**config.mk**
```make
export PLATFORM = sky130hd
export DESIGN_NAME = icache_flat
export DESIGN_NICKNAME = d
export VERILOG_FILES = /design/src/rtl/cpu_types_pkg.sv /design/src/rtl/icache_if.sv /design/src/rtl/icache_frames.sv /design/src/rtl/icache.sv /design/src/flat_wrapper.sv
export SDC_FILE = /design/constraint.sdc
export NUM_CORES = 1
export LEC_CHECK = 0
export ABC_AREA = 1
export CAP_MARGIN = 25
export CORE_MARGIN = 2
export CORE_UTILIZATION = 40
export CTS_BUF_LIST = sky130_fd_sc_hd__clkbuf_16
export DETAILED_ROUTE_END_ITERATION = 8
export HOLD_SLACK_MARGIN = 0.15
export PLACE_DENSITY = 0.56
export SLEW_MARGIN = 20
export SYNTH_ARGS = -nofsm -noshare
export SYNTH_HDL_FRONTEND = slang
export SYNTH_SLANG_ARGS = --single-unit
```
**constraint.sdc**
```tcl
create_clock -name CLK -period 8.5 [get_ports CLK]
set_input_delay 1.7 -clock CLK [delete_from_list [all_inputs] [get_ports CLK]]
set_output_delay 1.7 -clock CLK [all_outputs]
set_load 0.01 [all_outputs]
```
**src/rtl/cpu_types_pkg.sv**
```systemverilog
// Shared types for the instruction cache: address decode, default geometry
// and the miss-handling state encoding.
package cpu_types_pkg;

    localparam int ICACHE_SETS = 16;
    localparam int ICACHE_IDX  = $clog2(ICACHE_SETS);
    localparam int ICACHE_TAG  = 30 - ICACHE_IDX;

    // Fetch address split for the default geometry
    typedef struct packed {
        logic [ICACHE_TAG-1:0] tag;
        logic [ICACHE_IDX-1:0] idx;
        logic [1:0]            bytoff;
    } icachef_t;

    typedef enum logic {
        IDLE  = 1'b0,
        FETCH = 1'b1
    } icache_state_t;

endpackage

```
**src/rtl/icache_if.sv**
```systemverilog
// Instruction-side bundle: datapath fetch port plus memory-controller
// instruction port. The cache is the slave; the datapath/memory side is master.
interface icache_if;
    logic        imemREN;
    logic [31:0] imemaddr;
    logic        ihit;
    logic [31:0] imemload;
    logic        iflush;
    logic        iREN;
    logic [31:0] iaddr;
    logic [31:0] iload;
    logic        iwait;

    modport slave (
        input  imemREN, imemaddr, iflush, iload, iwait,
        output ihit, imemload, iREN, iaddr
    );

    modport master (
        output imemREN, imemaddr, iflush, iload, iwait,
        input  ihit, imemload, iREN, iaddr
    );
endinterface

```
**src/rtl/icache_frames.sv**
```systemverilog
// Frame storage for the direct-mapped instruction cache: valid bits, tags and
// one data word per frame. One write port, one combinational read port.
module icache_frames #(
    parameter int SETS  = 16,
    parameter int IDX   = $clog2(SETS),
    parameter int TAG_W = 30 - IDX
) (
    input  logic             CLK,
    input  logic             nRST,
    input  logic             flush,
    input  logic             wen,
    input  logic [IDX-1:0]   widx,
    input  logic [TAG_W-1:0] wtag,
    input  logic [31:0]      wdata,
    input  logic [IDX-1:0]   ridx,
    output logic             rvalid,
    output logic [TAG_W-1:0] rtag,
    output logic [31:0]      rdata
);

    logic [SETS-1:0]  valid;
    logic [TAG_W-1:0] tags [SETS];
    logic [31:0]      words [SETS];

    // Valid bits: async clear on reset; flush wins over a same-cycle fill so
    // a fill racing a flush never becomes visible
    always_ff @(posedge CLK or negedge nRST) begin
        if (!nRST) begin
            valid <= '0;
        end else if (flush) begin
            valid <= '0;
        end else if (wen) begin
            valid[widx] <= 1'b1;
        end
    end

    // Tag and data arrays carry no reset; they are qualified by valid
    always_ff @(posedge CLK) begin
        if (wen) begin
            tags[widx]  <= wtag;
            words[widx] <= wdata;
        end
    end

    assign rvalid = valid[ridx];
    assign rtag   = tags[ridx];
    assign rdata  = words[ridx];

endmodule

```
**src/rtl/icache.sv**
```systemverilog
// Direct-mapped, one-word-per-block instruction cache. Hits answer in the
// request cycle; a miss holds a single-word memory read until iwait drops.
module icache
    import cpu_types_pkg::*;
#(
    parameter int SETS = ICACHE_SETS
) (
    input  logic     CLK,
    input  logic     nRST,
    icache_if.slave  bus
);

    localparam int IDX   = $clog2(SETS);
    localparam int TAG_W = 30 - IDX;

    icache_state_t    state, next_state;
    logic [29:0]      miss_word;
    logic [IDX-1:0]   req_idx;
    logic [TAG_W-1:0] req_tag;
    logic             fr_valid;
    logic [TAG_W-1:0] fr_tag;
    logic [31:0]      fr_data;
    logic             hit;
    logic             fill;
    logic             latch_miss;
    logic             unused_bytoff;

    assign req_idx       = bus.imemaddr[IDX+1:2];
    assign req_tag       = bus.imemaddr[31:IDX+2];
    assign unused_bytoff = ^bus.imemaddr[1:0];
    assign hit           = bus.imemREN & fr_valid & (fr_tag == req_tag);

    icache_frames #(
        .SETS  (SETS),
        .IDX   (IDX),
        .TAG_W (TAG_W)
    ) u_frames (
        .CLK    (CLK),
        .nRST   (nRST),
        .flush  (bus.iflush),
        .wen    (fill),
        .widx   (miss_word[IDX-1:0]),
        .wtag   (miss_word[29:IDX]),
        .wdata  (bus.iload),
        .ridx   (req_idx),
        .rvalid (fr_valid),
        .rtag   (fr_tag),
        .rdata  (fr_data)
    );

    // State register; reset can land mid-FETCH and abandons the transaction
    always_ff @(posedge CLK or negedge nRST) begin
        if (!nRST) begin
            state <= IDLE;
        end else begin
            state <= next_state;
        end
    end

    // Miss address (word granular) captured once on FETCH entry; the fill
    // uses only this, whatever the datapath does meanwhile
    always_ff @(posedge CLK or negedge nRST) begin
        if (!nRST) begin
            miss_word <= '0;
        end else if (latch_miss) begin
            miss_word <= bus.imemaddr[31:2];
        end
    end

    // Next state and all port outputs
    always_comb begin
        next_state   = state;
        bus.ihit     = 1'b0;
        bus.imemload = '0;
        bus.iREN     = 1'b0;
        bus.iaddr    = '0;
        fill         = 1'b0;
        latch_miss   = 1'b0;
        case (state)
            IDLE: begin
                bus.ihit     = hit;
                bus.imemload = hit ? fr_data : 32'h0;
                if (bus.imemREN && !hit && !bus.iflush) begin
                    latch_miss = 1'b1;
                    next_state = FETCH;
                end
            end
            FETCH: begin
                bus.iREN  = 1'b1;
                bus.iaddr = {miss_word, 2'b00};
                if (!bus.iwait) begin
                    fill       = 1'b1;
                    next_state = IDLE;
                end
            end
            default: next_state = IDLE;
        endcase
    end

endmodule

```
**src/flat_wrapper.sv**
```systemverilog
// flat-port wrapper written by rule: the top's interface ports become plain ports
module icache_flat import cpu_types_pkg::*;
#(
    parameter int SETS = ICACHE_SETS
)
  (CLK, nRST, bus_imemREN, bus_imemaddr, bus_iflush, bus_iload, bus_iwait, bus_ihit, bus_imemload, bus_iREN, bus_iaddr);
  icache_if bus_i ();
  input  logic CLK;
  input  logic nRST;
  input wire logic [$bits(bus_i.imemREN)-1:0] bus_imemREN;
  input wire logic [$bits(bus_i.imemaddr)-1:0] bus_imemaddr;
  input wire logic [$bits(bus_i.iflush)-1:0] bus_iflush;
  input wire logic [$bits(bus_i.iload)-1:0] bus_iload;
  input wire logic [$bits(bus_i.iwait)-1:0] bus_iwait;
  output wire logic [$bits(bus_i.ihit)-1:0] bus_ihit;
  output wire logic [$bits(bus_i.imemload)-1:0] bus_imemload;
  output wire logic [$bits(bus_i.iREN)-1:0] bus_iREN;
  output wire logic [$bits(bus_i.iaddr)-1:0] bus_iaddr;
  assign bus_i.imemREN = bus_imemREN;
  assign bus_i.imemaddr = bus_imemaddr;
  assign bus_i.iflush = bus_iflush;
  assign bus_i.iload = bus_iload;
  assign bus_i.iwait = bus_iwait;
  assign bus_ihit = bus_i.ihit;
  assign bus_imemload = bus_i.imemload;
  assign bus_iREN = bus_i.iREN;
  assign bus_iaddr = bus_i.iaddr;
  icache #(.SETS(SETS)) u_core (.CLK(CLK), .nRST(nRST), .bus(bus_i));
endmodule
```
[After elaboration in Yosys (flattened, before gate mapping)]
Memory sizes are Yosys's and may differ from the RTL's.
Cells that the tools add are included.
Widths: inputs -> output; s select.
Operators by class
  $lt $le $gt $ge: 3
  equal/unequal tests: 1
  multiplexer cells: 19
  bitwise logic cells: 4
  reductions and logical operators: 6
Operator list (count)
  $mux 32: 3
  $mux 16: 2
  $eq 26x26->1: 1
  $or 16x16->16: 1
  $mux 1: 11
  $lt 4x5->1 const B: 2
  $bmux 1 s4: 1
  $demux 1 s4: 1
  $ge 4x1->1 const B: 1
  $logic_and 1x1->1: 3
  $and 1x1->1: 2
  $logic_not 1->1: 2
  $pmux 1 s2: 1
  $reduce_bool 2->1: 1
  $not 1->1: 1
Word-level totals
  flip-flop bits (word level): 47
  memory bits (writable): 928
  input bits: 69
  output and inout port bits: 66
  word-level logic and storage cells: 38
  memories kept: 2
Memory list
  u_core.u_frames.words: depth 16, width 32, read ports 1, clocked after memory_dff 0, wr ports 1, line icache_frames.sv:23  | logic [31:0] words [SETS];
  u_core.u_frames.tags: depth 16, width 26, read ports 1, clocked after memory_dff 0, wr ports 1, line icache_frames.sv:22  | logic [TAG_W-1:0] tags [SETS];

[Logic depth before layout (Yosys ltp)]
  word-level depth: 9
  depth in mapped cells: 21
  depth with buffers taken out: 18

[Modules after synthesis]
A second synthesis with hierarchy kept.
Unflattened totals
  cells, all modules: 4339
  area total of the unflattened synthesis: 43106.3 um^2
Modules (own cells, without submodules)
  icache_frames: times used 1, cells each 3864, area an instance 40401.2 um^2, seq. area each 28267.1 um^2
  icache: times used 1, cells each 475, area an instance 2705.1 um^2, seq. area each 775.7 um^2

[Worst setup path after synthesis]
Ideal clock, no wire load.
  kind: input-to-output
  from: in bus_imemaddr[3]
  to: out bus_imemload[22]
  arrival time: 3.445 ns
  setup slack: 3.355 ns
  stages on the path: 17
  buffers on the path: 4
  cells stage by stage: buf_2 -> inv_2 -> buf_4 -> buf_2 -> o211ai_1 -> nand3_1 -> nand3_1 -> nand3_1 -> nand2_1 -> nor2_1 -> nand2_1 -> nor2_1 -> nand2_1 -> nor2_1 -> nand2_1 -> buf_2 -> nor2_1
Between the ends
  longest elaborated chain between the ends: 6
  elaborated cells between the ends (all ways): 9
RTL lines
  start: declaration: line flat_wrapper.sv:11  | input wire logic [$bits(bus_i.imemaddr)-1:0] bus_imemaddr;
  branches (longest 4 deep; another with $mem_v2 16x26)
  $mux 32 (*): line icache.sv:82  | bus.imemload = hit ? fr_data : 32'h0;
  $mux 32 (*): line icache.sv:79  | case (state)
  end: declaration: line flat_wrapper.sv:16  | output wire logic [$bits(bus_i.imemload)-1:0] bus_imemload;
Every way passes the cells marked *. The select of a mux whose other input is x is not followed.

[Final worst setup path]
  from: in bus_imemaddr[2]
  to: out bus_imemload[7]
The elaborated chain is that of the path after synthesis.

==> flow_metrics.tcl <==
set metrics [dict create \
    status "finished, final reports clean" \
    setup-violations-final 0 \
    slew_headroom 0.267 \
    hold_depth 2 \
    multi_input_area_sq_um 9210 \
    synth_top_family_by_area "simple AND/OR/NAND/NOR gates" \
    dr.pass1.iters 5 \
    power.density_nw_per_um2 232 \
    path_class "in -> out" \
    areaGrowthSynthToFinish_pct 15.1 \
    antenna_found_initial 5 \
    finalWirelength_microns 110000 \
    nets 3553 \
    tightest_slew_ns 1.10 \
    cpLargestDelayFamily "buffers and inverters" \
    cts-root-buf "clkbuf_16" \
    overflow 0 \
    seq_area_sq_um 29000 \
    die_width_microns 320 \
    drt-vias-per-instance 5.39 \
    syn-cell-area_sq_um 39900 \
    synth-compound-area-share 0.0788 \
    period_share 0.873 \
    design_area_sq_um 45900 \
    netSwitchingFraction 0.231 \
    worstPathArrival_ns 5.72 \
    start_util 0.404 \
    cp.depth 18 \
    hpwl_microns 56700 \
    peakVddDrop_v 0.000190 \
    synth_seq_cells 975 \
    port_buffers 130 \
    leakage_nw 17.0 \
    avgRoutedWirePerCell_microns 22.7 \
    cts.repair.resized 0 \
    final_cell_mix "nand2_1 (929), edfxtp_1 (928), nand3_1 (303), a21oi_1 (252), inv_1 (246)" \
    grt_first_pass_wirelength_microns 163000 \
    rows 115 \
    avgSynthCellArea_sq_um 11.8 \
    min_period_ns 7.42 \
    io_pins 135 \
    crit_top_cell "nand2_1" \
    synth_cell_type_count 26 \
    reg2reg_slack_ns 4.98 \
    netlist_instances 3396 \
    core_area_sq_um 98700 \
    clkPwrFrac 0.407 \
    synth-xor-area-share 0.000219 \
    fmax_mhz 135 \
    drive_gt1_frac 0.0659 \
    cts_setup_buffers 0 \
    synth_fa_ha_area_frac 0 \
    power_w 0.0106 \
    final_hold_viol_count 0 \
    hold_buffers 0 \
    p_int_w 0.00819 \
    grtUsageTotal 0.213 \
    r2r_start "u_core.state" \
    die_area_sq_um 102000 \
    critPathLaunch "bus_imemaddr[2]" \
    finalSetupTns_ns 0 \
    fin_util 0.465 \
    endpoint "bus_imemload[7]" \
    worstPathMaxFanout 183 \
    h-tree-depth 3 \
    cp-end-kind "output port" \
    r2r_cells 6 \
    clock-sinks 975 \
    clockBufferDepth 3 \
    rr_endpoint "u_core.u_frames.words[10][10]" \
    crit_slowest_cell "buf_12" \
    required_ns 6.80 \
    vias 26200 \
    fillCellCount 8880 \
    rsz0062_at_grt "false" \
    pwr-share-seq 0.526 \
    combPwrFrac 0.068 \
    path_cells "buf_8, buf_12, nand2_1, nand3_1, nand3_1, nand3_1, nand2_1, nand2_1, nand2_1, nor2_1, nand2_1, nor2_1, nand2_1, nor2_1, nand2_2, buf_4, nor2_1, clkdlybuf4s50_1" \
    place.gp.congestion 0.845 \
    drtIter0Drc 2721 \
    grt_pass1_vias 24900 \
    synthMuxAreaShare 0 \
    cpPeakStageDelay_ns 0.61 \
    yosysWarnings 0 \
    synth_simple_gate_area_frac 0.148 \
    switching_power_w 0.00246 \
    clk_pin_slew_ns 0.06 \
    grt_max_degree 223 \
    cts_tree "done" \
    placement.cell_area_sq_um 42700 \
    ant_nets 0 \
    post-route-drc-count 0 \
    slew_viol_final 0 \
    worst-path-buf-inv 4 \
    cp-start-kind "input port" \
    insertion_delay_ns 0.66 \
    mostFrequentLayoutCell "nand2_1" \
    cts_buffers 102 \
    hold_class "reg -> reg" \
    seq_area_frac_synth 0.727 \
    dieHeight_microns 320 \
    finClkSkew_ns 0.0222 \
    drv_cap 0 \
]
## synthesized netlist by cell type
cell type  count  share of area
o21ai_0       64         0.0080
dfrtp_1       47          0.029
a221oi_1     114          0.025
a21oi_1      252          0.032
a31oi_1        8         0.0013
inv_2          2        0.00019
nor2_1       227          0.021
nand3_1      303          0.038
xor2_1         1        0.00022
nand2_1      930          0.087
nor3_1         3        0.00038
o211ai_1      20         0.0038
buf_2         72         0.0090
and3_1         1        0.00016
buf_4         15         0.0028
a32oi_1        3        0.00066
edfxtp_1     928           0.70
o21ai_1       10         0.0013
inv_1        227          0.021
conb_1         1       0.000094
o21ba_2        5         0.0013
o31ai_1       32         0.0060
clkbuf_1     102         0.0096
nor3b_1        1        0.00019
nand3b_1       4        0.00075
buf_1         24         0.0023
## power groups by stage
stage,sequential [W],combinational [W],clock [W]
floorplan,0.00563,0.000413,0
global placement,0.00569,0.000718,0
detailed placement,0.00569,0.000723,0
CTS,0.00559,0.000725,0.00440
global route,0.00561,0.000796,0.00459
finish,0.00560,0.000721,0.00433
## sequential cells by signal, summed over array words and instances, names as in the netlist
register               flops
u_core.miss_word          30
u_core.state               1
u_core.u_frames.tags     416
u_core.u_frames.valid     16
u_core.u_frames.words    512
## per-layer routing
layer | global-route usage | vias to the layer above | wire (microns)
li1 | - | 12100 | -
met1 | 0.299 | 13000 | 48600
met2 | 0.342 | 872 | 51800
met4 | 0.0602 | 8 | 2560
met5 | 0 | - | 60
met3 | 0.0355 | 179 | 7080
## cell families (layout without fill, tap and decap cells)
| kind of cell | after synthesis | in the layout |
|---|---|---|
| compound gates | 508 | 508 |
| other cells | 1 | 3 |
| buf+inv | 442 | 612 |
| xor+xnor | 1 | 1 |
| flops | 975 | 975 |
| simple gates | 1469 | 1469 |
## worst register-to-register path, cell delays in order, from the launching register on
cell	delay [ns]
dfrtp_2	0.36
buf_4	0.44
nand2_1	0.26
nor3_1	0.18
inv_1	0.20
nor2_4	0.84
buf_4	0.81
## area by class of cell
| class | instances | area share |
|---|---|---|
| inverter | 229 | 0.0192 |
| multi-input combinational | 1980 | 0.200 |
| timing repair buffer | 196 | 0.0424 |
| sequential | 975 | 0.632 |
| clock buffer | 105 | 0.0572 |
| tap | 1287 | 0.0350 |
| antenna | 1 | 0.0000545 |
| clock inverter | 82 | 0.0136 |
## worst min path at each step
stage | slack, ns | startpoint | to
after floorplan | 0.46 | u_core.u_frames.valid[0] | u_core.u_frames.valid[0]
after global placement | 0.47 | u_core.u_frames.valid[15] | u_core.u_frames.valid[15]
after detailed placement | 0.49 | u_core.u_frames.valid[11] | u_core.u_frames.valid[11]
after CTS | 0.50 | u_core.u_frames.valid[11] | u_core.u_frames.valid[11]
after global routing | 0.52 | u_core.u_frames.valid[10] | u_core.u_frames.valid[10]
final | 0.50 | u_core.u_frames.valid[11] | u_core.u_frames.valid[11]
## stage by stage
| stage | worst slack [ns] | instances | hold slack [ns] |
|---|---|---|---|
| 2_1_floorplan | 3.36 | 3397 | 0.461 |
| 3_3_place_gp | 1.10 | 4663 | 0.474 |
| 3_5_place_dp | 1.08 | 4666 | 0.488 |
| 4_1_cts | 1.07 | 4853 | 0.501 |
| 5_1_grt | 0.736 | 4855 | 0.523 |
| 6_report | 1.08 | 4855 | 0.499 |
Note: power is estimated with default switching activity, not from simulation.
==> variant, RTL diff (same settings) <==
The package constant `ICACHE_SETS` goes from 16 to 8.
--- a/src/rtl/cpu_types_pkg.sv
+++ b/src/rtl/cpu_types_pkg.sv
@@ -2,7 +2,7 @@
 // and the miss-handling state encoding.
 package cpu_types_pkg;
 
-    localparam int ICACHE_SETS = 16;
+    localparam int ICACHE_SETS = 8;
     localparam int ICACHE_IDX  = $clog2(ICACHE_SETS);
     localparam int ICACHE_TAG  = 30 - ICACHE_IDX;
 
Formal check against the unedited RTL: no difference found for any inputs over 4 cycles, from zero or initial values and one cycle with nRST low; that may be too few to reach the edited logic, so the function may still have changed.
==> variant against the unedited design <==
Via count is 45% lower. Total power shrank 47%. Setup slack improved by 0.33 ns. Sequential cell count fell by 464. Wire length is 50% lower. Area after synthesis down 46%. Hold slack got worse by 0.0037 ns. Utilization grew 1.2 points. Final area shrank 45%.
==> variant: results (changes against the unedited design) <==
<table>
<tr><th>Metric</th><th>Value</th></tr>
<tr><th colspan="2">Route</th></tr>
<tr><td>Routed length on met3</td><td>3185 um (was 7077 um)</td></tr>
<tr><td>Initial DRC Count</td><td>1301 (was 2721)</td></tr>
<tr><td>DR pass1 iterations</td><td>6 (was 5)</td></tr>
<tr><th colspan="2">Layout</th></tr>
<tr><td>Non-clock buffer share of cell area</td><td>6.178% (was 4.243%)</td></tr>
<tr><td>Buffers excl. clock</td><td>159 (was 196)</td></tr>
<tr><td>Number of filler cells placed in the layout</td><td>4778 (was 8880)</td></tr>
<tr><td>Largest registers</td><td>u_core.u_frames.words: 256 flops, u_core.u_frames.tags: 216 flops, u_core.miss_word: 30 flops (was u_core.u_frames.words: 512 flops, u_core.u_frames.tags: 416 flops, u_core.miss_word: 30 flops)</td></tr>
<tr><td>Area used by multi-input combinational logic</td><td>5102 um^2 (was 9209 um^2)</td></tr>
<tr><td>Proportion of cell area spent on the clock network</td><td>6.849% (was 7.075%)</td></tr>
<tr><th colspan="2">Power</th></tr>
<tr><td>Static leakage power</td><td>9.870 nW (was 16.97 nW)</td></tr>
<tr><td>Maximum resistive drop on vdd</td><td>148.8 uV (was 190.5 uV)</td></tr>
<tr><th colspan="2">GRT</th></tr>
<tr><td>Met2 Usage GRT</td><td>32.54% (was 34.20%)</td></tr>
<tr><td>GR Layer Usage met1</td><td>27.17% (was 29.91%)</td></tr>
<tr><td>Wire length of the first global-routing pass</td><td>83990 um (was 162900 um)</td></tr>
<tr><td>GR Util met3</td><td>3.518% (was 3.546%)</td></tr>
<tr><td>Via count of the first global-routing pass</td><td>13780 (was 24860)</td></tr>
<tr><th colspan="2">Placed design</th></tr>
<tr><td>Area after DPL</td><td>23420 um^2 (was 42670 um^2)</td></tr>
<tr><th colspan="2">CTS</th></tr>
<tr><td>Number of clock buffers inserted by TritonCTS</td><td>54 (was 102)</td></tr>
<tr><td>Clk Latency, worst-skew pair</td><td>0.61 ns (was 0.66 ns)</td></tr>
<tr><td>H-tree depth</td><td>2 (was 3)</td></tr>
<tr><th colspan="2">Run status</th></tr>
<tr><td>Status</td><td>finished, final reports clean (unchanged)</td></tr>
<tr><th colspan="2">Worst setup path</th></tr>
<tr><td>Crit path arrival time</td><td>5.39 ns (was 5.72 ns)</td></tr>
<tr><th colspan="2">Synthesis</th></tr>
<tr><td>Number of synthesized flops with an enable pin</td><td>472 (was 928)</td></tr>
<tr><td>Proportion of register bits with asynchronous set or reset after synthesis</td><td>7.632% (was 4.821%)</td></tr>
<tr><td>Count of different cell masters after synthesis</td><td>22 (was 26)</td></tr>
<tr><th colspan="2">Die</th></tr>
<tr><td>Std cell rows</td><td>84 (was 115)</td></tr>
<tr><th colspan="2">Timing</th></tr>
<tr><td>Period utilisation layout</td><td>83.37% (was 87.28%)</td></tr>
</table>
variant: power breakdown:
part | total, W | internal (W) | switching [W]
logic | 0.000440 | 0.000144 | 0.000296
clock network | 0.00228 | 0.00132 | 0.000957
registers | 0.00297 | 0.00288 | 0.0000856
variant: logic make-up after synthesis:
family                 synth area share, %
other                              0.01751
DFF                                  70.73
AOI/OAI and AO/OA                    6.245
and+or+nand+nor                      17.25
buffers and inverters                5.754
variant: worst paths after layout:
kind	start	depth (start not counted)	endpoint
setup reg to reg	u_core.state	6	u_core.u_frames.words[5][6]
hold / removal	u_core.u_frames.valid[2]	2	u_core.u_frames.valid[2]
setup / recovery	bus_imemaddr[2]	16	bus_imemload[20]
min in group asynchronous	nRST	2	u_core.miss_word[16]
max in group asynchronous	nRST	2	u_core.miss_word[21]
hold reg to reg	u_core.u_frames.valid[2]	2	u_core.u_frames.valid[2]
variant: critical path, delay by kind of cell:
kind	cells	cell delay, ns
AND/OR/NAND/NOR	12	1.81
buffers and inverters	4	1.76
